File: config.mk
export PLATFORM = sky130hd
export DESIGN_NAME = mem_copy_engine
export DESIGN_NICKNAME = d
export VERILOG_FILES = /design/src/rtl/cpu_pkg.sv /design/src/rtl/mem_addr_gen.sv /design/src/rtl/mem_copy_engine.sv
export SDC_FILE = /design/constraint.sdc
export NUM_CORES = 1
export LEC_CHECK = 0
export CAP_MARGIN = 10
export CORE_MARGIN = 1
export CORE_UTILIZATION = 44
export DETAILED_ROUTE_END_ITERATION = 8
export PLACE_DENSITY = 0.71
export SLEW_MARGIN = 20
export SYNTH_ARGS = -nofsm -noshare
export SYNTH_HDL_FRONTEND = slang
export SYNTH_HIERARCHICAL = 1
export SYNTH_SLANG_ARGS = --single-unit
File: constraint.sdc
create_clock -name clk -period 2.9 [get_ports clk]
set_input_delay 0.435 -clock clk [delete_from_list [all_inputs] [get_ports clk]]
set_output_delay 0.435 -clock clk [all_outputs]
set_load 0.01 [all_outputs]
File: src/rtl/cpu_pkg.sv
// Shared constants and types for the memory copy engine.
package cpu_pkg;

  localparam int unsigned WORD_BYTES = 4;
  localparam int unsigned WORD_SHIFT = $clog2(WORD_BYTES);

  localparam logic [1:0] S_IDLE  = 2'd0;
  localparam logic [1:0] S_READ  = 2'd1;
  localparam logic [1:0] S_WRITE = 2'd2;
  localparam logic [1:0] S_DONE  = 2'd3;

  typedef enum logic [1:0] {
    StIdle  = S_IDLE,
    StRead  = S_READ,
    StWrite = S_WRITE,
    StDone  = S_DONE
  } state_e;

endpackage

File: src/rtl/mem_addr_gen.sv
// Combinational word address generator: base + WORD_BYTES * index, modulo 2^SIZE.
module mem_addr_gen
  import cpu_pkg::*;
#(
  parameter int unsigned SIZE  = 32,
  parameter int unsigned IDX_W = 16
) (
  input  logic [SIZE-1:0]  base_i,
  input  logic [IDX_W-1:0] index_i,
  output logic [SIZE-1:0]  addr_o
);

  logic [SIZE-1:0] offset;

  // Scale the word index to a byte offset; the add wraps silently.
  always_comb begin
    offset = SIZE'(index_i) << WORD_SHIFT;
    addr_o = base_i + offset;
  end

endmodule

File: src/rtl/mem_copy_engine.sv
// Block copy DMA helper: read a word, write it, repeat LEN times, then pulse done.
module mem_copy_engine
  import cpu_pkg::*;
#(
  parameter int unsigned SIZE  = 32,
  parameter int unsigned LEN_W = 16
) (
  input  logic             clk,
  input  logic             rst,
  input  logic             start,
  input  logic [SIZE-1:0]  src_addr,
  input  logic [SIZE-1:0]  dst_addr,
  input  logic [LEN_W-1:0] len,
  output logic             busy,
  output logic             done,
  output logic [LEN_W-1:0] words_done,
  output logic [SIZE-1:0]  checksum,
  output logic             memRead,
  output logic             memWrite,
  output logic [SIZE-1:0]  address,
  output logic [SIZE-1:0]  WriteData,
  input  logic [SIZE-1:0]  ReadData
);

  state_e           state_q, state_d;
  logic [SIZE-1:0]  src_q, src_d;
  logic [SIZE-1:0]  dst_q, dst_d;
  logic [LEN_W-1:0] len_q, len_d;
  logic [SIZE-1:0]  data_q, data_d;
  logic [LEN_W-1:0] words_q, words_d;
  logic [SIZE-1:0]  sum_q, sum_d;

  logic [LEN_W-1:0] words_inc;
  logic [SIZE-1:0]  src_word_addr;
  logic [SIZE-1:0]  dst_word_addr;

  mem_addr_gen #(
    .SIZE  (SIZE),
    .IDX_W (LEN_W)
  ) u_src_addr (
    .base_i  (src_q),
    .index_i (words_q),
    .addr_o  (src_word_addr)
  );

  mem_addr_gen #(
    .SIZE  (SIZE),
    .IDX_W (LEN_W)
  ) u_dst_addr (
    .base_i  (dst_q),
    .index_i (words_q),
    .addr_o  (dst_word_addr)
  );

  // State and datapath registers with synchronous reset.
  always_ff @(posedge clk) begin
    if (rst) begin
      state_q <= StIdle;
      src_q   <= '0;
      dst_q   <= '0;
      len_q   <= '0;
      data_q  <= '0;
      words_q <= '0;
      sum_q   <= '0;
    end else begin
      state_q <= state_d;
      src_q   <= src_d;
      dst_q   <= dst_d;
      len_q   <= len_d;
      data_q  <= data_d;
      words_q <= words_d;
      sum_q   <= sum_d;
    end
  end

  // Next-state and datapath update; start is only looked at in IDLE.
  always_comb begin
    state_d   = state_q;
    src_d     = src_q;
    dst_d     = dst_q;
    len_d     = len_q;
    data_d    = data_q;
    words_d   = words_q;
    sum_d     = sum_q;
    words_inc = words_q + LEN_W'(1);

    unique case (state_q)
      StIdle: begin
        if (start) begin
          src_d   = src_addr;
          dst_d   = dst_addr;
          len_d   = len;
          words_d = '0;
          sum_d   = '0;
          state_d = (len == '0) ? StDone : StRead;
        end
      end
      StRead: begin
        data_d  = ReadData;
        sum_d   = sum_q + ReadData;
        state_d = StWrite;
      end
      StWrite: begin
        words_d = words_inc;
        state_d = (words_inc == len_q) ? StDone : StRead;
      end
      StDone: begin
        state_d = StIdle;
      end
      default: begin
        state_d = StIdle;
      end
    endcase
  end

  // Bus and status outputs decoded purely from registered state.
  always_comb begin
    busy      = 1'b0;
    done      = 1'b0;
    memRead   = 1'b0;
    memWrite  = 1'b0;
    address   = '0;
    WriteData = '0;

    unique case (state_q)
      StIdle: begin
        busy = 1'b0;
      end
      StRead: begin
        busy    = 1'b1;
        memRead = 1'b1;
        address = src_word_addr;
      end
      StWrite: begin
        busy      = 1'b1;
        memWrite  = 1'b1;
        address   = dst_word_addr;
        WriteData = data_q;
      end
      StDone: begin
        busy = 1'b1;
        done = 1'b1;
      end
      default: begin
        busy = 1'b0;
      end
    endcase
  end

  assign words_done = words_q;
  assign checksum   = sum_q;

endmodule

## After elaboration in Yosys (flattened, before gate mapping)

Index checks and enable logic that the tools add are counted.

- Memories: 0
- Latch bits: 0
- RAM bits: 0
- Bits in registers: 162
- ROM bits: 0
- Output and inout bits: 116
- Word-level logic and storage cells: 38

- Bitwise gates (word level): 0
- Reductions and logical operators: 8
- $lt $le $gt $ge: 0
- Multiplexer cells: 14
- Eq/ne operators: 5
- Shifts and indexed selects: 0
- Add/subtract/negate cells: 4
- Div/mod/pow operators: 0
- Multipliers: 0

Operators by type and width:

| kind | number |
|---|---|
| 32-bit one-hot mux with 2 select lines | 2 |
| 32-bit by 18-bit adder with 32-bit output | 2 |
| 32-bit 2-to-1 mux | 2 |
| 32-bit adder | 1 |
| 16-bit one-hot mux with 2 select lines | 1 |
| 16-bit by 1-bit adder with 16-bit output, second input constant | 1 |
| 16-bit equality test | 1 |
| 16-bit zero test | 1 |
| 16-bit 2-to-1 mux | 1 |
| 2-bit one-hot mux with 4 select lines | 1 |
| 2-bit 2-to-1 mux | 3 |
| 2-bit AND reduction | 3 |
| 2-bit equality test, second input constant | 2 |
| 2-bit nonzero test | 2 |
| 1-bit 2-to-1 mux | 3 |
| 3-bit OR reduction | 1 |
| 2-bit by 1-bit equality test with 1-bit output, second input constant | 1 |
| 2-bit zero test | 1 |
| 2-bit != test, second input constant | 1 |
| 1-bit one-hot mux with 2 select lines | 1 |

## Depth between registers and ports, before layout

- Depth in word-level cells: 4
- Gate-level depth with buffers: 12

## By module

The synthesis kept the hierarchy.

By module, submodules not included:

| module | cells each | area each (µm²) | times used | seq. area each (µm²) |
|---|---|---|---|---|
| mem_copy_engine | 1041 | 8399.3 | 1 | 3243.1 |
| mem_addr_gen (u_src_addr) | 166 | 1166.1 | 1 | 0.0 |
| mem_addr_gen (u_dst_addr) | 149 | 1127.3 | 1 | 0.0 |

## Worst setup path after synthesis

No wires, ideal clock.

- Path type: reg-to-output
- Start point: register words_q[0], in the netlist words_done[0]
- End point: output address[26]
- Data required time: 2.465 ns
- Path slack: -0.016 ns
- Data arrival time: 2.481 ns
- Stages on the path, launching flop included: 12
- Cell sequence: dfxtp_1 -> ha_1 -> inv_1 -> fa_1 -> nand2b_1 -> a21o_1 -> a31o_1 -> a21oi_4 -> o2111ai_1 -> xnor2_1 -> a22oi_1 -> nor2b_1

- Word-level cells in the longest chain between the ends: 2

RTL lines:

| element | line | RTL |
|---|---|---|
| start, declared | mem_copy_engine.sv:30 | `logic [LEN_W-1:0] words_q, words_d;` |
| start signal, assigned | mem_copy_engine.sv:71 | `words_q <= words_d;` |
| 32-bit by 18-bit adder with 32-bit output | mem_addr_gen.sv:18 | `addr_o = base_i + offset;` |
| net dst_word_addr[26] | mem_copy_engine.sv:35 | `logic [SIZE-1:0] dst_word_addr;` |
| 32-bit one-hot mux with 2 select lines | mem_copy_engine.sv:125 | `unique case (state_q)` |
| end, declared | mem_copy_engine.sv:20 | `output logic [SIZE-1:0] address,` |

The timed path passes the listed nets, and every way through them passes these cells.

## Worst setup path in the final report

- Start point: register words_q[0], in the netlist words_done[0]
- End point: output address[22]

The elaborated chain is that of the path after synthesis.

==> impl_metrics.yaml <==
outcome:
  status: "finished with violations"
  violations: "setup timing"
timing:
  rsz0062_at_grt: "true"
  worst_pin_slew_ps: 760
  hold_violations: 0
  clock.fmax_ghz: 0.293
  setup_ws_ps: -516
  fin_crit_sh_pct: 118
  finClkSkew_ps: 18.4
  setup_viol: 25
  maxSlewViolCount: 0
  max_slew_margin_pct: 49.3
  finalCriticalPeriod_ps: 3420
worst_setup_path:
  worstPathRequired_ps: 2470
  critPathArrivalTime_ps: 2980
  cp_slowest_cell: "dfxtp_4"
  reg2reg_depth: 11
  crit_start: "words_done[0]"
  critical_path.max_fanout: 4
  cp-end-kind: "output port"
  cp-start-kind: "register"
  ff2ff_setup_slack_ps: 190
  max_stage_delay_ps: 370
  rr_startpoint: "words_done[1]"
  worst-setup-path-type: "register to output port"
  critPathTopFamily: "compound AO/OA/AOI/OAI gates"
  path_depth: 14
  endpoint: "address[22]"
  cp_num_buf_inv: 4
  cp_cell_sequence: "ha_4 -> inv_2 -> fa_2 -> nand2b_4 -> a21o_1 -> a31o_1 -> a21oi_4 -> buf_6 -> buf_4 -> o211ai_1 -> xnor2_1 -> a22oi_1 -> nor2b_1 -> buf_2"
  reg2reg_to: "state_q[1]"
synthesis:
  netlist_area_um2: 10700
  syn_inst: 1356
  yosys.area_share.simple_pct: 22.1
  synthFlopType: "dfxtp_1"
  ys_async_sr_fraction_pct: 0
  syn_avg_cell_area_um2: 7.89
  synth_compound_area_share_pct: 23.3
  muxShareOfSynthArea_pct: 3.18
  ys_seq_area_share_pct: 30.3
  synth_xor_area_share_pct: 8.76
  synth_adder_area_share_pct: 8.64
  ys_ff_latch: 162
  synth_top_family_by_area: "compound AO/OA/AOI/OAI gates"
  synth_edf_count: 0
  yosysWarningCount: 6
  yosysUniqueCellTypes: 77
  syn-num-nets: 1543
placed_design:
  postPlaceCellArea_um2: 14400
  numPortBuffers: 230
  place_inst: 1994
  dp_worst_setup_slack_ps: -465
  hpwlAfterDp_um: 25100
  gp_congestion: 0.938
cts:
  cts_tree: "built"
  root_buffer: "clkbuf_16"
  clock_latency_ps: 440
  htree_levels: 4
  cts_buffers: 17
  clkSlewWorstSetupHoldPaths_ps: 70
  clock_path_buffers: 2
  cts.sinks: 162
global_route:
  grt_pass1_wl_um: 55000
  grt_max_degree: 81
  antenna_found_initial: 2
  grt_overflow: 0
  grtUsageTotal_pct: 28.0
  grt_pass1_vias: 11100
power_and_ir_drop:
  pwr-share-clk_pct: 38.1
  peakVddDrop_v: 0.000359
  p_int_uw: 4320
  totalPowerFinal_uw: 6170
  pwr-share-comb_pct: 21.9
  p_sw_share_pct: 30.1
  p_leak_uw: 0.00661
  switching_power_uw: 1860
  p_per_area_nw_per_um2: 397
  power_frac_seq_pct: 39.9
cells_and_area:
  stdcell_count: 2060
  post_route_cells_drive_above_1_share_pct: 20.8
  layout.cells.most_common: "nand2_1"
  layout_common_cells: "nand2_1, clkdlybuf4s50_1, buf_4, dfxtp_1, a21oi_1"
  fill_cells: 2025
  final_area_um2: 15600
  fin_util_pct: 65.7
  area_delta_synth_final_pct: 45.5
  fin_nets: 1914
routing:
  drt-initial-drc-count: 702
  remaining_drc_errors: 0
  drt-total-wl_um: 35200
  vias: 11300
  post_drt_wl_per_cell_um: 17.1
  ant_nets: 0
  viasPerCell: 5.46
  dr.pass1.iters: 5
floorplan:
  placeableCoreArea_um2: 23700
  die_w_um: 158
  dieArea_um2: 24900
  die_h_um: 158
  ios: 231
  start_util_pct: 45.2
  placementRows: 56
min_path:
  hold_class: "input port to register"
job:
  cap_violations: 0
[layer usage]
layer | up-vias | wire length, µm | global-route usage [%]
met5 | - | 17 | 0
met4 | 2 | 636 | 7.54
met3 | 44 | 2420 | 6.24
met2 | 371 | 17100 | 49.7
met1 | 5334 | 15000 | 33.6
li1 | 5505 | - | -
[flip-flops by register name, summed over array words and instances (netlist names)]
signal      flops
dst_q          32
checksum       32
words_done     16
data_q         32
len_q          16
src_q          32
state_q         2
[kinds of logic after synthesis]
kind of cell	Yosys count
flops	162
simple gates	507
xor+xnor	107
mux	34
buf+inv	96
compound gates	378
fa+ha+maj	72
[area by class of cell]
type	count	area [µm²]	area share [%]
Sequential cell	162	3260	21.0
Tap cell	319	399	2.57
Clock inverter	15	169	1.09
Multi-Input combinational cell	1098	7480	48.1
Timing Repair Buffer	423	3720	23.9
Antenna cell	1	2.50	0.0161
Clock buffer	17	425	2.73
Inverter	25	93.8	0.603
[power groups by stage]
stage	clock network [µW]	logic, µW	registers (µW)
floorplan	0	740	2500
global placement	0	1290	2510
detailed placement	0	1310	2510
CTS	2390	1330	2460
global route	2490	1480	2480
finish	2350	1350	2470
[repair_timing]
item | 4_1_cts | 5_1_grt
hold buffers | 0 | 0
setup endpoints to repair | 27 | 35
resized for setup | 173 | 42
pin swaps | 66 | 59
setup buffers | 21 | 16
[synthesized netlist by cell type, types with 3 or more instances]
library cell | number | area, µm²
a211oi_1 | 5 | 37.5
a21boi_0 | 4 | 30.0
a21o_1 | 26 | 195
a21oi_1 | 151 | 756
a21oi_2 | 6 | 52.6
a22oi_1 | 53 | 398
a31oi_1 | 10 | 62.6
and2_1 | 42 | 263
and3_1 | 21 | 131
and3_2 | 4 | 30.0
and4_1 | 3 | 26.3
buf_1 | 6 | 22.5
buf_4 | 4 | 30.0
clkbuf_1 | 57 | 214
clkbuf_2 | 3 | 15.0
dfxtp_1 | 162 | 3240
fa_1 | 3 | 60.1
ha_1 | 69 | 863
inv_1 | 25 | 93.8
mux2i_1 | 34 | 340
nand2_1 | 224 | 841
nand2b_1 | 8 | 50.1
nand3_1 | 19 | 95.1
nand4_1 | 7 | 43.8
nand4b_1 | 4 | 35.0
nor2_1 | 102 | 383
nor2b_1 | 40 | 250
nor3_1 | 12 | 60.1
nor4_1 | 7 | 43.8
o2111ai_1 | 5 | 43.8
o211ai_1 | 11 | 82.6
o211ai_2 | 3 | 37.5
o21a_1 | 7 | 52.6
o21ai_0 | 44 | 220
o21ai_1 | 11 | 55.1
o21bai_1 | 6 | 45.0
or3_1 | 4 | 25.0
xnor2_1 | 62 | 543
xor2_1 | 45 | 394
[how the worst min path moves through the flow]
stage              from     endpoint  cells past startpoint
2_1_floorplan  dst_q[0]     dst_q[0]                      2
3_3_place_gp   src_q[1]     src_q[1]                      2
3_5_place_dp   src_q[1]     src_q[1]                      2
4_1_cts             rst  checksum[1]                      2
5_1_grt             rst  checksum[2]                      2
6_report            rst  checksum[1]                      2
[metrics by stage]
stage | TNS [ps] | hold slack, ps
3_3_place_gp | -8190 | 443
4_1_cts | -9670 | 235
5_1_grt | -12330 | 245
6_report | -9100 | 254
2_1_floorplan | 0 | 437
3_5_place_dp | -10360 | 451
Note: power is estimated with default switching activity, not from simulation.
